### src/rtl/key_expansion_seq_if.sv
// Handshake and expanded-key bus between the key schedule and its consumer.
interface key_expansion_seq_if;
  logic          start;
  logic [127:0]  key_in;
  logic          busy;
  logic          valid;
  logic [1407:0] w;

  modport master (output start, key_in, input busy, valid, w);
  modport slave  (input start, key_in, output busy, valid, w);
endinterface

### src/rtl/key_expansion_seq.sv
// Sequential AES-128 key schedule: one round key per clock, 10 cycles from
// start to a stable 1408-bit expanded key with valid asserted.
module key_expansion_seq #(
  parameter int unsigned NR = 10
) (
  input logic clk,
  input logic rst,
  key_expansion_seq_if.slave bus
);

  localparam logic [2047:0] SBOX = {
    128'h637c777bf26b6fc53001672bfed7ab76,
    128'hca82c97dfa5947f0add4a2af9ca472c0,
    128'hb7fd9326363ff7cc34a5e5f171d83115,
    128'h04c723c31896059a071280e2eb27b275,
    128'h09832c1a1b6e5aa0523bd6b329e32f84,
    128'h53d100ed20fcb15b6acbbe394a4c58cf,
    128'hd0efaafb434d338545f9027f503c9fa8,
    128'h51a3408f929d38f5bcb6da2110fff3d2,
    128'hcd0c13ec5f974417c4a77e3d645d1973,
    128'h60814fdc222a908846eeb814de5e0bdb,
    128'he0323a0a4906245cc2d3ac629195e479,
    128'he7c8376d8dd54ea96c56f4ea657aae08,
    128'hba78252e1ca6b4c6e8dd741f4bbd8b8a,
    128'h703eb5664803f60e613557b986c11d9e,
    128'he1f8981169d98e949b1e87e9ce5528df,
    128'h8ca1890dbfe6426841992d0fb054bb16
  };

  // Entry x sits at bits [2047-8x -: 8]; 2047-8x is just {~x, 3'b111}.
  function automatic logic [7:0] sbox(input logic [7:0] x);
    sbox = SBOX[{~x, 3'b111} -: 8];
  endfunction

  function automatic logic [7:0] xtime(input logic [7:0] b);
    xtime = {b[6:0], 1'b0} ^ (b[7] ? 8'h1b : 8'h00);
  endfunction

  typedef enum logic [1:0] {IDLE, EXPAND, DONE} state_t;

  state_t        state;
  logic [3:0]    round;
  logic [7:0]    rcon;
  logic [127:0]  cur;
  logic [127:0]  rk [NR+1];
  logic          busy_q;
  logic          valid_q;

  logic [31:0]   rot;
  logic [31:0]   temp;
  logic [31:0]   q0, q1, q2, q3;
  logic [127:0]  nxt;
  logic [1407:0] wbus;

  // cur mirrors the most recently written slot so the round function needs no slot mux.
  always_comb begin
    rot  = {cur[23:0], cur[31:24]};
    temp = {sbox(rot[31:24]) ^ rcon, sbox(rot[23:16]), sbox(rot[15:8]), sbox(rot[7:0])};
    q0   = cur[127:96] ^ temp;
    q1   = cur[95:64]  ^ q0;
    q2   = cur[63:32]  ^ q1;
    q3   = cur[31:0]   ^ q2;
    nxt  = {q0, q1, q2, q3};
  end

  always_ff @(posedge clk) begin
    if (rst) begin
      state   <= IDLE;
      round   <= '0;
      rcon    <= 8'h01;
      cur     <= '0;
      busy_q  <= 1'b0;
      valid_q <= 1'b0;
      for (int unsigned i = 0; i <= NR; i++) rk[i] <= '0;
    end else begin
      case (state)
        IDLE, DONE: begin
          if (bus.start) begin
            rk[0]   <= bus.key_in;
            cur     <= bus.key_in;
            round   <= 4'd1;
            rcon    <= 8'h01;
            busy_q  <= 1'b1;
            valid_q <= 1'b0;
            state   <= EXPAND;
          end
        end
        EXPAND: begin
          rk[round] <= nxt;
          cur       <= nxt;
          round     <= round + 4'd1;
          rcon      <= xtime(rcon);
          if (round == NR[3:0]) begin
            busy_q  <= 1'b0;
            valid_q <= 1'b1;
            state   <= DONE;
          end
        end
        default: state <= IDLE;
      endcase
    end
  end

  always_comb begin
    wbus = '0;
    for (int unsigned i = 0; i <= NR; i++) wbus[1407 - i*128 -: 128] = rk[i];
  end

  assign bus.w     = wbus;
  assign bus.busy  = busy_q;
  assign bus.valid = valid_q;

endmodule

### src/flat_wrapper.sv
// flat-port wrapper written by rule: the top's interface ports become plain ports
module key_expansion_seq_flat 
#(
  parameter int unsigned NR = 10
)
  (clk, rst, bus_start, bus_key_in, bus_busy, bus_valid, bus_w);
  key_expansion_seq_if bus_i ();
  input logic clk;
  input logic rst;
  input wire logic [$bits(bus_i.start)-1:0] bus_start;
  input wire logic [$bits(bus_i.key_in)-1:0] bus_key_in;
  output wire logic [$bits(bus_i.busy)-1:0] bus_busy;
  output wire logic [$bits(bus_i.valid)-1:0] bus_valid;
  output wire logic [$bits(bus_i.w)-1:0] bus_w;
  assign bus_i.start = bus_start;
  assign bus_i.key_in = bus_key_in;
  assign bus_busy = bus_i.busy;
  assign bus_valid = bus_i.valid;
  assign bus_w = bus_i.w;
  key_expansion_seq #(.NR(NR)) u_core (.clk(clk), .rst(rst), .bus(bus_i));
endmodule
### config.mk
export PLATFORM = sky130hd
export DESIGN_NAME = key_expansion_seq_flat
export DESIGN_NICKNAME = d
export VERILOG_FILES = /design/src/rtl/key_expansion_seq_if.sv /design/src/rtl/key_expansion_seq.sv /design/src/flat_wrapper.sv
export SDC_FILE = /design/constraint.sdc
export NUM_CORES = 2
export LEC_CHECK = 0
export CAP_MARGIN = 10
export CORE_AREA = 2 2 607 609
export CTS_BUF_LIST = sky130_fd_sc_hd__clkbuf_4 sky130_fd_sc_hd__clkbuf_8
export CTS_CLUSTER_DIAMETER = 60
export DETAILED_ROUTE_END_ITERATION = 10
export DIE_AREA = 0 0 609 611
export DONT_BUFFER_PORTS = 1
export GPL_TIMING_DRIVEN = 0
export HOLD_SLACK_MARGIN = 0.1
export PLACE_DENSITY = 0.36
export RECOVER_POWER = 100
export SYNTH_ARGS = -nofsm -noshare
export SYNTH_HDL_FRONTEND = slang
export SYNTH_SLANG_ARGS = --single-unit
### constraint.sdc
create_clock -name clk -period 11.9 [get_ports clk]
set_clock_uncertainty 0.1 [all_clocks]
set_input_delay 2.975 -clock clk [delete_from_list [all_inputs] [get_ports clk]]
set_output_delay 2.975 -clock clk [all_outputs]
set_load 0.1 [all_outputs]
Yosys cells after proc, flatten, opt, wreduce, memory -nomap -nowiden
Memory sizes are Yosys's and may differ from the RTL's. Cells that the tools add are included.

Bits in registers: 144. RAM bits: 1408. Input port bits: 131. Output and inout bits: 1410. Logic and storage cells: 64. Memories kept: 1.

Add/sub/neg operators: 1. Equal/unequal tests: 5. Shift-type cells: 4. Mux-type cells: 29. Bitwise operators: 11. Reduce and logical (&&, ||, !) cells: 7.

Memories: u_core.rk (words 11, bits a word 128, read ports 11, clocked after memory_dff 0, wr ports 11, RTL line key_expansion_seq.sv:45) `logic [127:0] rk [NR+1];`.

Operator list (number): 2055-bit by 12-bit variable part select with 8-bit output, first input constant (4); 128-bit 2-to-1 mux (3); 128-bit one-hot mux with 2 select lines (1); 128-bit OR reduction (1); 32-bit bitwise XOR (4); 8-bit NOT (4); 8-bit one-hot mux with 2 select lines (1); 8-bit bitwise XOR (2); 1-bit 2-to-1 mux (14); 4-bit 2-to-1 mux (2); 8-bit 2-to-1 mux (1); 4-bit one-hot mux with 2 select lines (1); 5-bit 2-to-1 mux (1); 4-bit by 1-bit adder with 4-bit output, second input constant (1); 4-bit equality test, second input constant (1); 2-bit 2-to-1 mux (2); 1-bit one-hot mux with 2 select lines (2); 2-bit one-hot mux with 2 select lines (1); 2-bit AND reduction (2); 3-bit AND reduction (1); 2-bit by 1-bit equality test with 1-bit output, second input constant (1); 2-bit equality test, second input constant (1); 2-bit zero test (1); 2-bit by 1-bit != test with 1-bit output, second input constant (1); other kinds (4) (4).

Depth between registers and ports, before layout
Depth after elaboration: 8. Depth in mapped cells: 16.

Least setup slack after synthesis
OpenSTA, ideal clock, no wires.

Path kind: input to register. Start point: input bus_start. End point: memory u_core.rk[9][0], enable pin. Library setup time: 0.617 ns. Arrival time: 8.744 ns. Data required time: 11.183 ns. Path slack: 2.439 ns. Cell stages on the path: 4. Path through: nand2b_1 clkbuf_1 a21oi_1 nor2_1.

RTL lines: start, declared (RTL line flat_wrapper.sv:10) `input wire logic [$bits(bus_i.start)-1:0] bus_start;`; end, declared (RTL line key_expansion_seq.sv:45).

==> impl_metrics.toml <==
[worst_setup_path]
crit_family = "compound AO/OA/AOI/OAI gates"
slowest_stage = "a2bb2oi_1"
critPathLaunchType = "flip-flop"
critPathBufInv = 5
crit_path_end_kind = "flip-flop"
critPathRequiredTime_ns = 12.47
cpMostUsedCell = "clkbuf_1"
path_cells = "clkbuf_1 -> inv_1 -> clkbuf_1 -> clkbuf_1 -> ha_1 -> clkbuf_1 -> nor2b_1 -> nor2_1 -> or2_2 -> a311oi_1 -> a211oi_1 -> xnor2_1 -> xnor3_1 -> a2bb2oi_1 -> nor2_1"
r2r-start = "u_core.cur[16]$_SDFFE_PP0P_"
r2r-end = "u_core.rk[4][59]$_SDFFCE_PN0P_"
critPathMaxFanout = 10
arrival_ns = 10.65
crit_type = "reg -> reg"
r2r_setup_slack_ns = 1.82
r2r.worst_path.cells = 15
slowest_delay_ns = 2.06
critPathLaunch = "u_core.cur[16]$_SDFFE_PP0P_"

[cts]
post_cts.repair.setup_buffers = 0
cts_root_buf = "clkbuf_8"
cts_resized = 0
cts_max_level = 5
cts_buffers = 301
clockBufferDepth = 4
postCtsHoldBufs = 0
insertion_delay_ns = 1.07
path_clk_slew_ns = 0.06
cts_sinks = 1552
tritoncts = "done"

[global_route]
gr-total-overflow = 0
grt_pass1_wl_um = 686000
track_usage_pct = 28.3
grt_pass1_vias = 58600
antenna_found_initial = 127
grt_max_degree = 51

[layout]
drive_above_1_share_pct = 12.9
nNetsFinal = 7120
final_area_mm2 = 0.0857
final_common_cell = "nor2_1"
fillers = 39500
final_cell_mix = "1,337 x nor2_1, 1,280 x edfxtp_1, 466 x clkbuf_1"
syn_to_final_growth_pct = 18.1

[routing]
antenna_left = 0
routed_wl_um = 550000
routed_via_density = 5.12
wl_per_cell_um = 45.8
drt_pass1_iterations = 6
drc_errors = 0
drt_iter0_drc = 8148
vias = 61600

[min_path]
worst_hold_path.num_cells = 2
worst_hold_startpoint = "u_core.cur[71]$_SDFFE_PP0P_"
hp-class = "reg -> reg"
worstHoldEndpoint = "u_core.cur[71]$_SDFFE_PP0P_"

[timing]
layout_worst_path_cycle_share_pct = 84.7
worst_pin_slew_ns = 3.72
timing.setup.tns_ns = 0
hold_viol_final = 0
fmax_mhz = 99.2
setup_ws_ns = 1.82
grt_setup_unrepaired = "false"
min_period_ns = 10.08
relSlewSlack_pct = -148
finalMaxSlewViolations = 1131
setup_viol = 0

[yosys]
synth-seq-cells = 1552
synth.net_count = 6676
synth_area_per_cell_um2 = 11.2
synth_edf_count = 1280
synth_area_mm2 = 0.0726
yosysUniqueCellTypes = 121
seq_area_frac_synth_pct = 60.5
synthesis.instances = 6483
async_reset_ff_share_pct = 0
synth_warnings = 0
ys.flop_type = "edfxtp_1"

[floorplanning]
coreArea_mm2 = 0.365
dieWidth_um = 609
num_rows = 222
initial_core_util_pct = 19.9
fp.dieH_um = 611
boundaryPins = 1541
dieArea_mm2 = 0.372

[pwr]
leakage_nw = 30.3
p_per_area_mw_per_mm2 = 354
ir_drop_mv = 0.241
p_total_mw = 30.4

[outcome]
violations = "max-capacitance violations, max-slew violations"
outcome = "finished with violations"

[place]
gp_congestion = 0.989
hpwl_um = 426000
place_area_mm2 = 0.0816
pre_cts_ws_ns = 3.34
io_buffers = 0

[run]
drv_cap = 101
[how the worst max path moves through the flow]
stage                                     end  slack [ns]  cells after the start
6_report       u_core.rk[4][59]$_SDFFCE_PN0P_        1.82                     15
5_1_grt        u_core.rk[5][56]$_SDFFCE_PN0P_        1.77                     15
4_1_cts        u_core.rk[0][27]$_SDFFCE_PN0P_        3.71                     14
3_5_place_dp   u_core.rk[4][81]$_SDFFCE_PN0P_        3.34                     11
3_3_place_gp       u_core.rk[9][61]$_DFFE_PP_       -5.59                      4
2_1_floorplan       u_core.rk[9][0]$_DFFE_PP_        2.44                      4
[cell usage after synthesis (all sizes together) (41+ instances only)]
cell | instances | area share [%]
o21ai | 263 | 1.8
o211ai | 47 | 0.50
edfxtp | 1280 | 53
a22oi | 74 | 0.79
nor2b | 89 | 0.78
dfxtp | 272 | 7.5
nand2 | 461 | 2.4
clkbuf | 386 | 2.0
xor2 | 52 | 0.69
a211oi | 72 | 0.77
ha | 62 | 1.1
nor2 | 1346 | 7.0
a21oi | 272 | 1.9
buf | 245 | 1.9
a311oi | 41 | 0.54
mux4 | 61 | 1.9
nand2b | 113 | 0.97
xnor2 | 119 | 1.6
inv | 186 | 0.96
nand3 | 118 | 0.81
a31oi | 61 | 0.53
nor3 | 92 | 0.63
[cell type report]
type | count | area, µm² | share of cell area [%]
Buffer | 631 | 2850 | 3.33
Tap cell | 4816 | 6030 | 7.03
Clock buffer | 432 | 5200 | 6.07
Timing Repair Buffer | 141 | 1480 | 1.73
Inverter | 190 | 713 | 0.832
Antenna cell | 66 | 165 | 0.193
Sequential cell | 1552 | 43900 | 51.2
Multi-Input combinational cell | 4110 | 24700 | 28.8
Clock inverter | 83 | 698 | 0.814
[flip-flops by register name (all words and copies together), names as in the netlist]
register / cells
u_core.rk: 1408
u_core.cur: 128
u_core.rcon: 8
u_core.round: 4
u_core.state: 2
u_core.bus.busy: 1
u_core.bus.valid: 1
[logic make-up after synthesis]
family / share of synthesized area, %
and+or+nand+nor: 14.8
DFF: 60.5
AOI/OAI and AO/OA: 12.3
buffers and inverters: 4.89
xor gates and xnor gates: 3.61
muxes: 2.86
adders and majority gates: 1.07
[per-stage QoR]
step	utilization (%)	instances	hold slack (ns)
after CTS	24.0	11900	0.349
after global placement	21.5	11300	0.331
after floorplan	-	6483	0.323
final	23.5	12000	0.348
after global routing	23.5	12000	0.358
after detailed placement	22.3	11400	0.338
[power breakdown]
group	switching (mW)	total [mW]	leakage, nW	internal, mW
registers	3.49	10.1	15.5	6.61
logic	11.6	14.8	11.7	3.17
clock network	2.58	5.53	3.14	2.95
[layer usage]
metal / wire length (µm) / track usage [%] / vias up
met3: 43700 / 6.55 / 945
met4: 41100 / 18.0 / 38
li1: - / - / 24300
met2: 252000 / 45.5 / 4014
met5: 252 / 0 / -
met1: 213000 / 34.2 / 32300
[tightest hold or removal path, cell delays in order (launching register included)]
cell and delay, ns:
dfxtp_1 0.31, nand2_1 0.05, nand2_1 0.04
Note: power is estimated with default switching activity, not from simulation.
